### config.mk
export PLATFORM = sky130hd
export DESIGN_NAME = hazard_ctrl
export DESIGN_NICKNAME = d
export VERILOG_FILES = /design/src/rtl/hazard_ctrl.sv
export SDC_FILE = /design/constraint.sdc
export NUM_CORES = 1
export LEC_CHECK = 0
export CAP_MARGIN = 5
export CORE_UTILIZATION = 40
export DETAILED_ROUTE_END_ITERATION = 12
export GPL_TIMING_DRIVEN = 1
export PLACE_DENSITY = 0.73
export RECOVER_POWER = 25
export SYNTH_ARGS = -nofsm -noshare
export SYNTH_HDL_FRONTEND = slang
export SYNTH_SLANG_ARGS = --single-unit
### constraint.sdc
create_clock -name clk -period 2.5 [get_ports clk]
set_clock_uncertainty 0.05 [all_clocks]
set_input_delay 0.25 -clock clk [delete_from_list [all_inputs] [get_ports clk]]
set_output_delay 0.25 -clock clk [all_outputs]
set_load 0.1 [all_outputs]
### src/rtl/hazard_ctrl.sv
// hazard_ctrl: pipeline hazard and sequencing controller for the 16-bit,
// 8-register MIPS core.
//
// Tracks the destinations of the three in-flight instructions (EX, MEM, WB)
// and produces, combinationally from the current inputs, state and
// scoreboard:
//   - the PC / IF/ID / ID/EX register enables,
//   - the IF/ID flush and the ID/EX bubble select,
//   - the ALU operand forwarding selects latched by ID/EX.
// It also sequences load-use stalls, taken-branch flushes and memory-busy
// freezes, and keeps saturating stall/flush event counters.
//
// Ports:
//   clk, rst                 clock; asynchronous active-low reset
//   id_valid                 ID stage holds a real instruction
//   id_src1/2, id_use1/2     source register addresses and read flags
//   id_wr_en, id_write_addr  ID instruction writes the RF, destination
//   id_is_load               ID instruction is a memory load
//   branch_taken             branch in EX resolved taken
//   mem_busy                 data memory not ready, pipeline must freeze
//   pc_en, if_id_en,
//   id_ex_en                 stage register enables
//   if_id_flush              clear IF/ID
//   ctrl_regs_sel            load a bubble into ID/EX
//   alu_src_sel1/2           0 = RF, 1 = EX, 2 = MEM, 3 = WB producer
//   stall_cnt, flush_cnt     saturating event counters (CNT_W bits)

module hazard_ctrl #(
    parameter int CNT_W = 16
) (
    input  logic             clk,
    input  logic             rst,
    input  logic             id_valid,
    input  logic [2:0]       id_src1,
    input  logic [2:0]       id_src2,
    input  logic             id_use1,
    input  logic             id_use2,
    input  logic             id_wr_en,
    input  logic [2:0]       id_write_addr,
    input  logic             id_is_load,
    input  logic             branch_taken,
    input  logic             mem_busy,
    output logic             pc_en,
    output logic             if_id_en,
    output logic             id_ex_en,
    output logic             if_id_flush,
    output logic             ctrl_regs_sel,
    output logic [1:0]       alu_src_sel1,
    output logic [1:0]       alu_src_sel2,
    output logic [CNT_W-1:0] stall_cnt,
    output logic [CNT_W-1:0] flush_cnt
);

    localparam logic [1:0] ST_RUN    = 2'd0;
    localparam logic [1:0] ST_STALL  = 2'd1;
    localparam logic [1:0] ST_FREEZE = 2'd2;

    logic [1:0]       state_q, state_d;

    // Scoreboard entries. Only the EX entry needs the load flag: load-use
    // is detected against EX alone, and once a load reaches MEM its data
    // is forwarded like any other producer.
    logic             sb_ex_wr_q, sb_ex_wr_d;
    logic [2:0]       sb_ex_addr_q, sb_ex_addr_d;
    logic             sb_ex_ld_q, sb_ex_ld_d;
    logic             sb_mem_wr_q, sb_mem_wr_d;
    logic [2:0]       sb_mem_addr_q, sb_mem_addr_d;
    logic             sb_wb_wr_q, sb_wb_wr_d;
    logic [2:0]       sb_wb_addr_q, sb_wb_addr_d;

    logic [CNT_W-1:0] stall_cnt_q, stall_cnt_d;
    logic [CNT_W-1:0] flush_cnt_q, flush_cnt_d;

    logic m1_ex, m1_mem, m1_wb;
    logic m2_ex, m2_mem, m2_wb;
    logic load_use;
    logic can_act;
    logic do_flush;
    logic do_lu;

    // r0 is hardwired zero, so an entry targeting it never forwards.
    function automatic logic src_match(input logic       use_i,
                                       input logic [2:0] src,
                                       input logic       wr,
                                       input logic [2:0] addr);
        return use_i && wr && (addr != 3'd0) && (addr == src);
    endfunction

    // Youngest producer wins.
    function automatic logic [1:0] fwd_sel(input logic m_ex,
                                           input logic m_mem,
                                           input logic m_wb);
        if (m_ex)  return 2'd1;
        if (m_mem) return 2'd2;
        if (m_wb)  return 2'd3;
        return 2'd0;
    endfunction

    function automatic logic [CNT_W-1:0] sat_inc(input logic [CNT_W-1:0] v,
                                                 input logic             inc);
        if (inc && (v != {CNT_W{1'b1}})) return v + {{(CNT_W-1){1'b0}}, 1'b1};
        return v;
    endfunction

    always_comb begin
        m1_ex  = src_match(id_use1, id_src1, sb_ex_wr_q,  sb_ex_addr_q);
        m1_mem = src_match(id_use1, id_src1, sb_mem_wr_q, sb_mem_addr_q);
        m1_wb  = src_match(id_use1, id_src1, sb_wb_wr_q,  sb_wb_addr_q);
        m2_ex  = src_match(id_use2, id_src2, sb_ex_wr_q,  sb_ex_addr_q);
        m2_mem = src_match(id_use2, id_src2, sb_mem_wr_q, sb_mem_addr_q);
        m2_wb  = src_match(id_use2, id_src2, sb_wb_wr_q,  sb_wb_addr_q);

        load_use = id_valid && sb_ex_ld_q && (m1_ex || m2_ex);

        // The cycle after a load-use bubble EX holds that bubble, so no
        // branch can resolve there and the stall must not retrigger.
        // A released freeze re-evaluates the held branch/load-use inputs.
        can_act  = (state_q != ST_STALL);
        do_flush = !mem_busy && can_act && branch_taken;
        do_lu    = !mem_busy && can_act && !branch_taken && load_use;

        pc_en         = 1'b1;
        if_id_en      = 1'b1;
        id_ex_en      = 1'b1;
        if_id_flush   = 1'b0;
        ctrl_regs_sel = !id_valid;
        alu_src_sel1  = fwd_sel(m1_ex, m1_mem, m1_wb);
        alu_src_sel2  = fwd_sel(m2_ex, m2_mem, m2_wb);

        if (!rst) begin
            pc_en         = 1'b0;
            if_id_en      = 1'b0;
            id_ex_en      = 1'b0;
            if_id_flush   = 1'b1;
            ctrl_regs_sel = 1'b1;
            alu_src_sel1  = 2'd0;
            alu_src_sel2  = 2'd0;
        end else if (mem_busy) begin
            pc_en         = 1'b0;
            if_id_en      = 1'b0;
            id_ex_en      = 1'b0;
            ctrl_regs_sel = 1'b0;
        end else if (do_flush) begin
            if_id_flush   = 1'b1;
            ctrl_regs_sel = 1'b1;
        end else if (do_lu) begin
            pc_en         = 1'b0;
            if_id_en      = 1'b0;
            ctrl_regs_sel = 1'b1;
            alu_src_sel1  = 2'd0;
            alu_src_sel2  = 2'd0;
        end

        if (mem_busy)   state_d = ST_FREEZE;
        else if (do_lu) state_d = ST_STALL;
        else            state_d = ST_RUN;

        sb_ex_wr_d    = sb_ex_wr_q;
        sb_ex_addr_d  = sb_ex_addr_q;
        sb_ex_ld_d    = sb_ex_ld_q;
        sb_mem_wr_d   = sb_mem_wr_q;
        sb_mem_addr_d = sb_mem_addr_q;
        sb_wb_wr_d    = sb_wb_wr_q;
        sb_wb_addr_d  = sb_wb_addr_q;
        if (id_ex_en) begin
            sb_wb_wr_d    = sb_mem_wr_q;
            sb_wb_addr_d  = sb_mem_addr_q;
            sb_mem_wr_d   = sb_ex_wr_q;
            sb_mem_addr_d = sb_ex_addr_q;
            // A bubble (flush, stall or empty ID) enters as a non-writer.
            sb_ex_wr_d    = id_valid && id_wr_en && !ctrl_regs_sel;
            sb_ex_addr_d  = id_write_addr;
            sb_ex_ld_d    = id_is_load;
        end

        stall_cnt_d = sat_inc(stall_cnt_q, mem_busy || do_lu);
        flush_cnt_d = sat_inc(flush_cnt_q, do_flush);
    end

    always_ff @(posedge clk or negedge rst) begin
        if (!rst) begin
            state_q       <= ST_RUN;
            sb_ex_wr_q    <= 1'b0;
            sb_ex_addr_q  <= 3'd0;
            sb_ex_ld_q    <= 1'b0;
            sb_mem_wr_q   <= 1'b0;
            sb_mem_addr_q <= 3'd0;
            sb_wb_wr_q    <= 1'b0;
            sb_wb_addr_q  <= 3'd0;
            stall_cnt_q   <= '0;
            flush_cnt_q   <= '0;
        end else begin
            state_q       <= state_d;
            sb_ex_wr_q    <= sb_ex_wr_d;
            sb_ex_addr_q  <= sb_ex_addr_d;
            sb_ex_ld_q    <= sb_ex_ld_d;
            sb_mem_wr_q   <= sb_mem_wr_d;
            sb_mem_addr_q <= sb_mem_addr_d;
            sb_wb_wr_q    <= sb_wb_wr_d;
            sb_wb_addr_q  <= sb_wb_addr_d;
            stall_cnt_q   <= stall_cnt_d;
            flush_cnt_q   <= flush_cnt_d;
        end
    end

    assign stall_cnt = stall_cnt_q;
    assign flush_cnt = flush_cnt_q;

endmodule
==> results.cfg, run 1 <==
[status]
outcome = finished clean

[routing]
drtIter0Drc = 115
via_per_inst = 5.301
wl_per_cell_um = 14.45
num_vias = 2094
totalWireLength_um = 5708
final_antenna_net_count = 0
drc = 0
drt-pass1-iter-count = 4

[pwr]
leakage_uw = 0.001494
p_switching_uw = 1496
seqPwrFrac_pct = 35.3
power_density_mw_per_mm2 = 917.6
p_comb_share_pct = 45.7
vdd_drop_max_mv = 0.8835
swShare_pct = 48.60
clkPwrFrac_pct = 19.0
p_int_uw = 1583

[grt]
grt.overflow.total = 0
grt_pass1_vias = 2061
grt_pass1_wl_um = 9729
use_met3_pct = 5.056
grt_max_degree = 36
gr-usage-met2_pct = 31.51
busiest_layer = met2
grt_antenna_before_repair = 0
groute.layer.met1.usage_pct = 25.63
grtUsageTotal_pct = 19.34

[timing]
finalHoldViolCount = 0
worstMarginPinSlew_ns = 0.6954
fmax_mhz = 421.1
rsz0062_at_grt = no
setup_viol = 0
tns_ns = 0
slew_violations = 0
fin_crit_sh_pct = 95.00
finalCriticalPeriod_ns = 2.375
max_slew_margin_pct = 53.64
whs_ns = 0.4260

[synth]
syn-instance-count = 251
synth.area.mux_share_pct = 1.052
synth-compound-area-share_pct = 9.719
syn_area_mm2 = 0.002497
synth_edf_count = 0
synth.largest_area_cell = dfrtp_1
synth_xor_area_share_pct = 16.13
yosysSeqAreaShare_pct = 47.09
synth_top_family_by_area = simple AND/OR/NAND/NOR gates
synth_area_leaders = dfrtp_1 47%, xnor2_1 13%, nand2_1 6.8%
synth_cell_types = 41
ys_ff_latch = 47
yosysMostFrequentCell = dfrtp_1
ys.flop_type = dfrtp_1
synth-simple-area-share_pct = 22.44
synthTopCellsByCount = 47 x dfrtp_1, 45 x nand2_1, 36 x xnor2_1
yosys.area_share.adder_pct = 1.002
yosysWarnings = 0
syn_area_per_cell_um2 = 9.950
synth_top_area_share_pct = 47.09
async_flop_share_pct = 100.0
syn_nets = 271

[cts]
clock-root-buffer = clkbuf_8
cts_buffers = 5
htree_levels = 2
clk_pin_slew_worst_paths_ns = 0.09
clock_latency_ns = 0.30
cts_setup_buffers = 0
cts_sinks = 47
cts_tree = built
clk_path_buf_depth = 2

[place]
finalWeightedCongestion = 0.8827
dp.cells = 386
io_buffers = 58
dpl.hpwl_um = 4338

[setup_path]
cp-end-kind = output port
criticalPathCategory = reg -> out
critPathLaunchType = flip-flop
cp.arrival_ns = 2.07
cp.required_ns = 2.20
worstPathMaxFanout = 5

[final_layout]
drive_gt1_share_pct = 23.13
diodes = 0
fill_cells = 547
synthToLayoutAreaGrowth_pct = 34.37
final_cells = 395
nets = 339

[die]
start_util_pct = 41.93
die_h_um = 81.02
fp.dieArea_mm2 = 0.006563
die_width_um = 81.02
io_pins = 59
rows = 28
core_mm2 = 0.005956

[worst_hold_path]
hold_path.class = in -> reg

[run]
maxCapViolCount = 0
==> worst paths after layout <==
kind / from / endpoint / cells past startpoint / slack, ns
setup / recovery: sb_ex_addr_q[1]$_DFFE_PN0P_ / ctrl_regs_sel / 6 / 0.13
hold / removal: id_write_addr[1] / sb_ex_addr_q[1]$_DFFE_PN0P_ / 3 / 0.43
setup reg to reg: state_q[0]$_DFF_PN0_ / stall_cnt[1]$_DFFE_PN0P_ / 6 / 0.46
min in group asynchronous: rst / sb_wb_addr_q[0]$_DFFE_PN0P_ / 3 / 0.65
max in group asynchronous: rst / sb_ex_addr_q[2]$_DFFE_PN0P_ / 3 / 1.25
hold reg to reg: sb_wb_wr_q$_DFFE_PN0P_ / sb_wb_wr_q$_DFFE_PN0P_ / 2 / 0.44
==> power by group through the flow <==
| stage | combinational [µW] | clock [µW] | sequential (µW) |
|---|---|---|---|
| after floorplan | 334 | 0 | 1830 |
| after global placement | 1390 | 0 | 1100 |
| after detailed placement | 1410 | 0 | 1100 |
| after CTS | 1410 | 598 | 1090 |
| after global routing | 1480 | 629 | 1120 |
| final | 1410 | 584 | 1090 |
==> critical path, cell delays in order (launching register included) <==
cell,delay (ns)
dfrtp_1,0.48
xnor2_1,0.16
nand4_1,0.19
a211oi_4,0.09
nand2b_1,0.16
or3_2,0.51
buf_12,0.18
==> cell families (layout without fill, tap and decap cells) <==
logic type                 Yosys count  after routing
and+or+nand+nor                    113            113
DFF                                 47             47
xor gates and xnor gates            46             46
AOI/OAI and AO/OA                   28             28
buffers and inverters               13             82
adders and majority gates            2              2
muxes                                2              2
==> layout by cell type (no fill, tap or decap), types with 7 or more instances in the layout <==
cell type,count
xor2_1,10
nand2_1,45
clkdlybuf4s50_1,16
buf_12,9
xnor2_1,36
and3_1,7
nor2_1,14
nand4_1,9
dfrtp_1,45
nand3_1,11
nor3_1,8
buf_4,40
==> state kept, by name, summed over array words and instances, names as in the netlist <==
signal and count:
stall_cnt 16, sb_ex_wr_q 1, flush_cnt 16, sb_wb_wr_q 1
sb_mem_addr_q 3, sb_ex_ld_q 1, sb_mem_wr_q 1, state_q 2
sb_wb_addr_q 3, sb_ex_addr_q 3
==> timing repair <==
action | in CTS | in global routing
hold endpoints to repair | 13 | 0
hold buffers | 1 | 0
gates resized for setup | 0 | 1
endpoints found under the setup margin | 0 | 2
==> layout make-up <==
class / instances / area [µm²] / area share [%]
clock buffer: 6 / 82.58 / 2.461
inverter: 6 / 22.52 / 0.6711
tap: 75 / 93.84 / 2.796
timing repair buffer: 68 / 658.1 / 19.61
multi-input combinational: 191 / 1285 / 38.29
sequential: 47 / 1179 / 35.12
clock inverter: 2 / 35.03 / 1.044
==> routing by layer <==
metal,wire [µm],up-vias
li1,-,1010
met1,2546,1029
met2,2797,51
met3,316,4
met4,48,0
met5,0,-
==> stage by stage <==
step	setup WS [ns]	utilization (%)	instance area [µm²]	total power (µW)
after floorplan	-0.2689	-	2519	2161
after global placement	0.1852	54.14	3224	2492
after detailed placement	0.1736	54.14	3224	2515
after CTS	0.03349	56.28	3352	3101
after global routing	0.01977	56.34	3356	3225
final	0.1250	56.34	3356	3079
(Power assumes the default switching activity.)
==> run 2, diff against run 1 <==
Settings changed: CTS_CLUSTER_DIAMETER set to 100, GPL_TIMING_DRIVEN 1 to unset.
Clock period 2.5 ns to 2.34 ns, I/O delays scaled along.
==> results.cfg, run 2 (synthesis gave the netlist of run 1 again) <==
[cts]
cts_tree = built
clock_latency_ns = 0.30
clock-root-buffer = clkbuf_8
htree_levels = 2
clk_pin_slew_worst_paths_ns = 0.09
cts_buffers = 5
clk_path_buf_depth = 2
cts_sinks = 47

[timing]
max_slew_margin_pct = 55.30
setup_ws_ns = 0.05662
worstMarginPinSlew_ns = 0.6706
slew_violations = 0
finalHoldViolCount = 0
finalCriticalPeriod_ns = 2.283
fmax_mhz = 437.9
fin_crit_sh_pct = 97.58
tns_ns = 0
setup_viol = 0
rsz0062_at_grt = yes

[final_layout]
finish.instance_area_mm2 = 0.003523
synthToLayoutAreaGrowth_pct = 41.08
layout_common_cells = 53 x buf_4, 45 x nand2_1, 33 x xnor2_1, 27 x dfrtp_1, 20 x dfrtp_2
drive_gt1_share_pct = 32.93
utilization_pct = 59.16
final_cells = 409
nets = 353
diodes = 0
final_common_cell = buf_4

[routing]
wl_per_cell_um = 13.85
num_vias = 2065
drt-pass1-iter-count = 4
totalWireLength_um = 5666
drc = 0
via_per_inst = 5.049
drtIter0Drc = 128
final_antenna_net_count = 0

[place]
dpl.hpwl_um = 4205
place_area_mm2 = 0.003303
finalWeightedCongestion = 0.8102
dp.cells = 394
dp_slack_ns = 0.05049
io_buffers = 58

[setup_path]
startpoint = sb_ex_addr_q[2]$_DFFE_PN0P_
worst-path-buf-inv = 2
r2r-start = sb_ex_addr_q[2]$_DFFE_PN0P_
worstPathCellList = xnor2_1 > nand4_1 > buf_4 > nor2_1 > a21oi_1 > nor2_1 > buf_12
timing.rr.end = stall_cnt[1]$_DFFE_PN0P_
cp_common_cell = nor2_1
cp.required_ns = 2.06
cp_num_cells = 7
cp.arrival_ns = 2.00
cpPeakStageDelay_ns = 0.47
critical-path-slowest-cell = dfrtp_2
cp-end-kind = output port
crit_path_end = alu_src_sel2[0]
criticalPathCategory = reg -> out
reg2regPathDepth = 6
rrSetupSlack_ns = 0.31
critPathLaunchType = flip-flop
worstPathMaxFanout = 4
cpLargestDelayFamily = simple AND/OR/NAND/NOR gates

[grt]
grt_antenna_before_repair = 0
grt_pass1_wl_um = 9232
grt_max_degree = 36
grt.overflow.total = 0
grtUsageTotal_pct = 18.30
grt_pass1_vias = 1971

[die]
core_mm2 = 0.005956
die_width_um = 81.02
io_pins = 59
start_util_pct = 41.93
fp.dieArea_mm2 = 0.006563
die_h_um = 81.02
rows = 28

[worst_hold_path]
hold_path.class = in -> reg

[status]
outcome = finished clean

[pwr]
leakage_uw = 0.001564
power_density_mw_per_mm2 = 948.5
vdd_drop_max_mv = 0.8198

[run]
maxCapViolCount = 0
[run 2: tightest hold or removal path: stages]
cell            delay [ns]
dlymetal6s2s_1        0.14
buf_4                 0.14
nand3_1               0.06
o32ai_1               0.07
[run 2: worst min-delay path by stage]
stage                        start                   endpoint  slack, ns  cells after the start
after global placement         rst   stall_cnt[6]$_DFFE_PN0P_       0.20                      2
final                     id_valid     sb_ex_wr_q$_DFFE_PN0P_       0.33                      4
after CTS                      rst  stall_cnt[10]$_DFFE_PN0P_       0.40                      3
after floorplan                rst   flush_cnt[0]$_DFFE_PN0P_      -0.11                      0
after global routing      id_valid     sb_ex_wr_q$_DFFE_PN0P_       0.34                      4
after detailed placement       rst  stall_cnt[10]$_DFFE_PN0P_       0.20                      2
[run 2: cell type report]
class,count,area [µm²]
Fill cell,518,2432
Clock inverter,2,35.03
Timing Repair Buffer,82,769.5
Clock buffer,6,82.58
Multi-Input combinational cell,191,1319
Tap cell,75,93.84
Sequential cell,47,1201
Inverter,6,22.52
[run 2: what timing repair did]
item,4_1_cts,5_1_grt
hold buffers,1,0
cloned,0,0
endpoints found under the hold margin,38,0
gates resized for setup,5,6
setup buffers,1,5
setup endpoints to repair,5,7
pin swaps,2,6
[run 2: per-stage QoR]
stage                     hold WS (ns)  total power [µW]
after floorplan                -0.1116              2320
after global placement          0.1955              2687
after detailed placement        0.2004              2712
after CTS                       0.3974              3343
after global routing            0.3428              3488
final                           0.3319              3342
[run 2: power breakdown]
part	total (µW)	leakage, µW	switching, µW	internal (µW)
combinational	1540	0.000920	1130	412
clock	617	0.0000612	271	346
sequential	1180	0.000582	209	972
total	3340	0.00156	1610	1730
[run 2: metal layers]
layer  vias to the layer above  routed length [µm]  GRT usage [%]
met1                       977                2601          24.31
li1                       1032                   -              -
met3                         7                 288          3.708
met2                        49                2700          29.83
met5                         -                   0              0
met4                         0                  75          5.893
==> run 3, diff against run 2 <==
Settings changed: CORE_UTILIZATION 40 to 45, PLACE_DENSITY 0.73 to 0.8.
==> results.cfg, run 3 (synthesis gave the netlist of run 1 again) <==
[setup_path]
worstPathCellList = clkdlybuf4s50_1 > or4_4 > a211oi_4 > nand2b_4 > buf_6 > nor3_2 > buf_12
cp.required_ns = 2.06
cpPeakStageDelay_ns = 0.55
criticalPathCategory = in -> out
cp.arrival_ns = 2.06
startpoint = branch_taken
reg2regPathDepth = 7
cp-end-kind = output port
critPathLaunchType = input port
worstPathMaxFanout = 5
r2r-start = state_q[0]$_DFF_PN0_
critical-path-slowest-cell = or4_4

[timing]
setup_viol = 1
finalHoldViolCount = 0
slew_violations = 0
rsz0062_at_grt = yes
whs_ns = 0.2655
finalCriticalPeriod_ns = 2.341
tns_ns = -0.0006390
max_slew_margin_pct = 61.69
fin_crit_sh_pct = 100.0
worstMarginPinSlew_ns = 0.5702
fmax_mhz = 427.2
setup_ws_ns = -0.0006390

[place]
dpl.hpwl_um = 4271
io_buffers = 58
dp.cells = 388
place_area_mm2 = 0.003289
finalWeightedCongestion = 0.8276

[die]
core_mm2 = 0.005238
rows = 26
start_util_pct = 47.68
die_h_um = 76.50
fp.dieArea_mm2 = 0.005851
die_width_um = 76.50
io_pins = 59

[final_layout]
synthToLayoutAreaGrowth_pct = 40.33
fill_cells = 407
finish.instance_area_mm2 = 0.003505
final_cells = 408
layout_common_cells = 57 x buf_4, 45 x nand2_1, 36 x xnor2_1, 27 x dfrtp_1, 20 x dfrtp_2
diodes = 0
drive_gt1_share_pct = 34.02
final_common_cell = buf_4
nets = 357

[routing]
drtIter0Drc = 96
drc = 0
num_vias = 2192
via_per_inst = 5.373
final_antenna_net_count = 0
totalWireLength_um = 5827
drt-pass1-iter-count = 4
wl_per_cell_um = 14.28

[grt]
grt.overflow.total = 0
grt_antenna_before_repair = 0
grt_max_degree = 27
grt_pass1_wl_um = 9604
use_met3_pct = 4.551
grt_pass1_vias = 2132
busiest_layer = met2
gr-usage-met2_pct = 36.40
groute.layer.met1.usage_pct = 24.34
grtUsageTotal_pct = 20.44

[cts]
clk_pin_slew_worst_paths_ns = 0.09
cts_buffers = 5
clock_latency_ns = 0.30
clk_path_buf_depth = 2
clock-root-buffer = clkbuf_8
cts_sinks = 47
htree_levels = 2
cts_tree = built

[pwr]
vdd_drop_max_mv = 0.8965
total_power_uw = 3198
leakage_uw = 0.001548
power_density_mw_per_mm2 = 912.6

[status]
outcome = complete, but fails checks
violations = setup timing

[run]
maxCapViolCount = 0

[worst_hold_path]
hold_path.class = in -> async
[run 3: changes by cell type in the layout (fill, tap and decap cells not counted)]
cell	before	now
xnor2_2	3	0
clkdlybuf4s50_1	15	14
xnor2_1	33	36
buf_6	1	2
clkbuf_8	6	5
buf_2	0	1
nor2_2	0	2
dlymetal6s2s_1	1	0
dlygate4sd2_1	0	2
nor2_1	14	12
buf_4	53	57
clkinvlp_4	0	2
clkbuf_1	2	0
bufinv_16	1	0
[run 3: what timing repair did]
item                                   in CTS  in global routing
endpoints found under the hold margin       4                  0
hold buffers                                1                  0
pin swaps                                   3                  3
buffers inserted                            2                  9
setup endpoints to repair                   5                  7
gates resized for setup                     9                  3
[run 3: per-layer routing]
metal | part of all wire [%] | up-vias
met5 | 0 | -
met4 | 0.91 | 0
met3 | 4.4 | 8
met2 | 51 | 65
met1 | 44 | 1073
li1 | - | 1046
[run 3: final timing paths]
kind | end | slack, ns
min | stall_cnt[2]$_DFFE_PN0P_ | 0.27
max | alu_src_sel2[1] | -0.0006
max reg2reg | stall_cnt[1]$_DFFE_PN0P_ | 0.22
min reg2reg | stall_cnt[10]$_DFFE_PN0P_ | 0.44
max in group asynchronous | flush_cnt[7]$_DFFE_PN0P_ | 1.37
min in group clk | sb_ex_wr_q$_DFFE_PN0P_ | 0.34
[run 3: power by group]
group / switching [µW] / internal [µW]
logic: 1130 / 407
registers: 204 / 972
clock network: 275 / 208
total: 1610 / 1590
[run 3: layout make-up]
cell class              count  area (µm²)  area share [%]
multi-input cells         191        1301           37.13
flip-flops and latches     47        1201           34.27
repair buffers             86       803.3           22.92
well taps                  70       87.58           2.499
clock buffers               5       68.82           1.964
inverters                   6       22.52          0.6426
clock inverters             3       20.02          0.5712
[run 3: through the flow]
stage                     util, %  worst slack, ns
after floorplan                 -          -0.4129
after global placement      62.80          0.03031
after detailed placement    62.80         0.007101
after CTS                   65.46         0.009422
after global routing        66.91         -0.04916
final                       66.91       -0.0006390
[run 3: critical path, delay by kind of cell]
| kind | cells | cell delay [ns] |
|---|---|---|
| compound gates | 1 | 0.27 |
| simple gates | 3 | 0.79 |
| buf+inv | 3 | 0.75 |
